<file path="src/rtl/serial_subtractor_if.sv">
// Operand/result bundle for the bit-serial subtractor.
interface serial_subtractor_if #(
    parameter int unsigned WIDTH = 8
);
    logic             start;
    logic [WIDTH-1:0] a;
    logic [WIDTH-1:0] b;
    logic             bin;
    logic             busy;
    logic             done;
    logic [WIDTH-1:0] diff;
    logic             bout;
    logic             ovf;

    modport master (
        output start, a, b, bin,
        input  busy, done, diff, bout, ovf
    );

    modport slave (
        input  start, a, b, bin,
        output busy, done, diff, bout, ovf
    );
endinterface

</file>
<file path="src/rtl/serial_subtractor.sv">
// Bit-serial subtractor: one full-subtractor cell, LSB first, WIDTH cycles per operation.
module serial_subtractor #(
    parameter int unsigned WIDTH = 8
) (
    input  logic                 clk,
    input  logic                 rst_n,
    serial_subtractor_if.slave   bus
);
    localparam int unsigned CW  = (WIDTH > 1) ? $clog2(WIDTH) : 1;
    localparam int unsigned MSB = WIDTH - 1;

    typedef enum logic [1:0] {
        IDLE = 2'd0,
        RUN  = 2'd1,
        DONE = 2'd2
    } state_t;

    state_t           state;
    logic [WIDTH-1:0] a_r;
    logic [WIDTH-1:0] b_r;
    logic [WIDTH-1:0] res_r;
    logic             br_r;
    logic [CW-1:0]    cnt;

    logic             ai_c;
    logic             bi_c;
    logic             d_c;
    logic             br_next_c;
    logic [WIDTH-1:0] res_next_c;

    // Full-subtractor cell on the current bit, plus the shifted-in result word.
    always_comb begin
        ai_c       = a_r[cnt];
        bi_c       = b_r[cnt];
        d_c        = ai_c ^ bi_c ^ br_r;
        br_next_c  = (~ai_c & bi_c) | (~(ai_c ^ bi_c) & br_r);
        res_next_c = {d_c, res_r[WIDTH-1:1]};
    end

    // Control FSM, datapath registers and registered outputs.
    always_ff @(posedge clk or negedge rst_n) begin
        if (!rst_n) begin
            state    <= IDLE;
            a_r      <= '0;
            b_r      <= '0;
            res_r    <= '0;
            br_r     <= 1'b0;
            cnt      <= '0;
            bus.busy <= 1'b0;
            bus.done <= 1'b0;
            bus.diff <= '0;
            bus.bout <= 1'b0;
            bus.ovf  <= 1'b0;
        end else begin
            case (state)
                IDLE: begin
                    if (bus.start) begin
                        a_r      <= bus.a;
                        b_r      <= bus.b;
                        br_r     <= bus.bin;
                        res_r    <= '0;
                        cnt      <= '0;
                        bus.busy <= 1'b1;
                        state    <= RUN;
                    end
                end
                RUN: begin
                    res_r <= res_next_c;
                    br_r  <= br_next_c;
                    if (cnt == CW'(MSB)) begin
                        // Last bit: publish the result including the bit computed this cycle.
                        bus.diff <= res_next_c;
                        bus.bout <= br_next_c;
                        bus.ovf  <= (a_r[MSB] ^ b_r[MSB]) & (d_c ^ a_r[MSB]);
                        bus.done <= 1'b1;
                        state    <= DONE;
                    end else begin
                        cnt <= cnt + CW'(1);
                    end
                end
                DONE: begin
                    bus.done <= 1'b0;
                    bus.busy <= 1'b0;
                    state    <= IDLE;
                end
                default: begin
                    bus.done <= 1'b0;
                    bus.busy <= 1'b0;
                    state    <= IDLE;
                end
            endcase
        end
    end
endmodule

</file>
<file path="src/flat_wrapper.sv">
// flat-port wrapper written by rule: the top's interface ports become plain ports
module serial_subtractor_flat 
#(
    parameter int unsigned WIDTH = 8
)
  (clk, rst_n, bus_start, bus_a, bus_b, bus_bin, bus_busy, bus_done, bus_diff, bus_bout, bus_ovf);
  serial_subtractor_if #(.WIDTH(WIDTH)) bus_i ();
  input  logic clk;
  input  logic rst_n;
  input wire logic [$bits(bus_i.start)-1:0] bus_start;
  input wire logic [$bits(bus_i.a)-1:0] bus_a;
  input wire logic [$bits(bus_i.b)-1:0] bus_b;
  input wire logic [$bits(bus_i.bin)-1:0] bus_bin;
  output wire logic [$bits(bus_i.busy)-1:0] bus_busy;
  output wire logic [$bits(bus_i.done)-1:0] bus_done;
  output wire logic [$bits(bus_i.diff)-1:0] bus_diff;
  output wire logic [$bits(bus_i.bout)-1:0] bus_bout;
  output wire logic [$bits(bus_i.ovf)-1:0] bus_ovf;
  assign bus_i.start = bus_start;
  assign bus_i.a = bus_a;
  assign bus_i.b = bus_b;
  assign bus_i.bin = bus_bin;
  assign bus_busy = bus_i.busy;
  assign bus_done = bus_i.done;
  assign bus_diff = bus_i.diff;
  assign bus_bout = bus_i.bout;
  assign bus_ovf = bus_i.ovf;
  serial_subtractor #(.WIDTH(WIDTH)) u_core (.clk(clk), .rst_n(rst_n), .bus(bus_i));
endmodule
</file>
<file path="config.mk">
export PLATFORM = sky130hd
export DESIGN_NAME = serial_subtractor_flat
export DESIGN_NICKNAME = d
export VERILOG_FILES = /design/src/rtl/serial_subtractor_if.sv /design/src/rtl/serial_subtractor.sv /design/src/flat_wrapper.sv
export SDC_FILE = /design/constraint.sdc
export NUM_CORES = 1
export LEC_CHECK = 0
export ABC_AREA = 1
export BUFFER_PORTS_ARGS = -buffer_cell sky130_fd_sc_hd__buf_2
export CORE_UTILIZATION = 59
export CTS_CLUSTER_DIAMETER = 40
export DETAILED_ROUTE_END_ITERATION = 7
export PLACE_DENSITY = 0.92
export SLEW_MARGIN = 10
export SYNTH_ARGS = -nofsm -noshare
export SYNTH_HDL_FRONTEND = slang
export SYNTH_SLANG_ARGS = --single-unit
</file>
<file path="constraint.sdc">
create_clock -name clk -period 3.3 [get_ports clk]
set_input_delay 0.66 -clock clk [delete_from_list [all_inputs] [get_ports clk]]
set_output_delay 0.66 -clock clk [all_outputs]
set_load 0.01 [all_outputs]
</file>
==> impl_results.md <==
- Status: finished, final reports clean
- DR vias: 1367
- Reg power frac: 0.416
- Inserted Diodes: 0
- Clock share of power: 0.119
- Total core area: 0.00305 mm²
- Die area: 0.00347 mm²
- Tot GR Track Use: 0.218
- DRT iter0 DRCs: 86
- RSZ-0062 raised after global routing: false
- CP endpoint kind: register
- Worst EP required: 3.60 ns
- Worst Skew: 0.00596 ns
- Avg Inst Size Synth: 9.46 µm²
- Number of buffers created by CTS: 5
- Initial antenna violation count: 0
- Final Max Slew Viols: 0
- Setup_tns: 0 ns
- Final min period: 1.99 ns
- Count leader, synth: nand2_1
- Syn-to-layout area delta: 8.97%
- Grt ovf: 0
- Final hold viol count: 0
- Post-synth EDFFs: 0
- Net load switching power: 0.000854 W
- CP Class: reg2reg
- Combinational share of power: 0.465
- Port Buffers: 31
- Max Clock Freq: 0.503 GHz
- Critical path fanouts, max: 11
- H-tree levels: 2
- Number of global-route vias before repair: 1294
- Post-CTS Hold Buffers: 0
- HPWL after DPL: 2.18 mm
- GP Congestion: 0.856
- Syn nets: 225
- Worst-path clk slew: 0.12 ns
- Drt first pass iters: 4
- Max VDD drop: 0.451 mV
- Layout cells sized above 1: 0.299
- Final worst-path cycle share: 0.602
- Share of the synthesized area in the top cell type: 0.537
- Root buf cell: clkbuf_4
- WL final: 3.21 mm
- Yosys reg bits: 41
- Pint: 0.00117 W
- DRC Markers: 0
- Cell taking the most area after synthesis: dfrtp_1
- CP Launch Type: register
- Synth top area cells: dfrtp_1, nand2_1, o21ai_2, inv_1, nand3_1
- Hold Worst Slack: 0.399 ns
- Arrival time at the worst endpoint: 2.28 ns
- Sequential fraction of the synthesis area: 0.537
- Hold Path Class: in2async
- Row count: 20
- Pwr/cell area: 970 mW/mm²
- Largest net degree at the start of global routing: 42
- Post-CTS Setup Repair Bufs: 0
- Synth Instances: 202
- # IOs: 32
- Leakage power: 1.09 nW
- Commonest cells post-synth: nand2_1, dfrtp_1, inv_1
- Worst slew pin tran: 0.854 ns
- Clock Tree Buf Depth: 2
- Relative slew slack: 0.430
- Main synth FF type: dfrtp_1
- Fin nets: 256
- PostCTS Resize Cnt: 0
- Final Setup Violations: 0
- Ys async rst share: 1.00
- First-pass GRT wire length: 5.38 mm
- Clk sinks: 41
- Starting Density: 0.626
- Sw Ratio: 0.423
- Clock Latency Late Sink: 0.35 ns
- Distinct cells, synth: 19
- Die X: 58.9 µm
- Yosys warning count: 0
- # Max-Cap Violations: 0
- Area of the mapped netlist: 0.00191 mm²
- Vias per inst: 4.92
- Wirelength per Cell: 11.6 µm
- TritonCTS clock tree: yes
- Antenna Nets Post-Route: 0
- Die Y: 58.9 µm
## cell type report
cell class	count	area, µm²
Clock buffer	6	41.3
Sequential cell	41	1030
Inverter	32	123
Multi-Input combinational cell	122	672
Clock inverter	2	10.0
Tap cell	44	55.1
Timing Repair Buffer	31	155
Fill cell	252	971
## kinds of logic after synthesis
kind of cell / count (synthesis) / synth area share
fa+ha+maj: 3 / 0.0236
buf+inv: 39 / 0.111
compound gates: 38 / 0.151
simple gates: 81 / 0.177
flops: 41 / 0.537
## power by group through the flow
stage	Combinational (W)	Sequential, W	Clock (W)
floorplan	0.000763	0.000852	0
global placement	0.000900	0.000842	0
detailed placement	0.000936	0.000850	0
CTS	0.000948	0.000840	0.000243
global route	0.00107	0.000865	0.000269
finish	0.000939	0.000840	0.000240
## routing by layer
metal	vias up	GRT usage	wire length [µm]
met1	639	0.282	1520
met2	25	0.318	1440
met5	-	0	0
met4	0	0.136	106
li1	694	-	-
met3	9	0.0681	137
## worst max-delay path, cell delays in order, from the launching register on
cell	delay, ns
dfrtp_1	0.52
inv_2	0.19
nand2_1	0.07
nand3_1	0.08
nand2_1	0.07
nand2_1	0.06
nand2_1	0.07
fa_1	0.51
inv_1	0.07
o21ai_0	0.14
nand3_1	0.08
nand2_1	0.06
## final timing paths
check	endpoint	slack (ns)	startpoint	depth (start not counted)
setup / recovery	u_core.bus.ovf	1.31	u_core.cnt[0]	11
hold / removal	u_core.bus.diff[3]	0.40	rst_n	1
max in group asynchronous	u_core.bus.bout	2.36	rst_n	1
setup reg to reg	u_core.bus.ovf	1.31	u_core.cnt[0]	11
hold reg to reg	u_core.bus.diff[5]	0.49	u_core.bus.diff[5]	2
min in group clk	u_core.bus.diff[5]	0.49	u_core.bus.diff[5]	2
## per-stage QoR
step	area, µm²	std cells	setup slack [ns]	utilization	total power (W)
final	2080	278	1.31	0.682	0.00202
after detailed placement	2030	270	1.40	0.665	0.00179
after global placement	2030	270	1.48	0.665	0.00174
after floorplan	1910	202	1.51	-	0.00162
after global routing	2080	278	1.22	0.682	0.00220
after CTS	2080	278	1.33	0.682	0.00203
## registers in the layout, indices dropped and copies added (netlist names), 2 cells and up
name	count
u_core.cnt	3
u_core.a_r	8
u_core.bus.diff	8
u_core.b_r	8
u_core.res_r	7
u_core.state	2
## cell usage in the layout (no fill, tap or decap), types with 2 or more instances in the layout
cell      synthesis  final
inv_2             3      3
o21ai_0           5      5
inv_1            28     28
nand2_1          61     61
nor2_1            5      5
o22ai_1           7      7
nand2_2           2      2
dfrtp_1          41     41
o21ai_1           2      2
clkinv_2          0      2
nand3_1          11     11
ha_1              2      2
buf_2             1     31
clkbuf_4          0      5
o21ai_2          24     24
No activity file was read; power rests on OpenSTA's default activity.
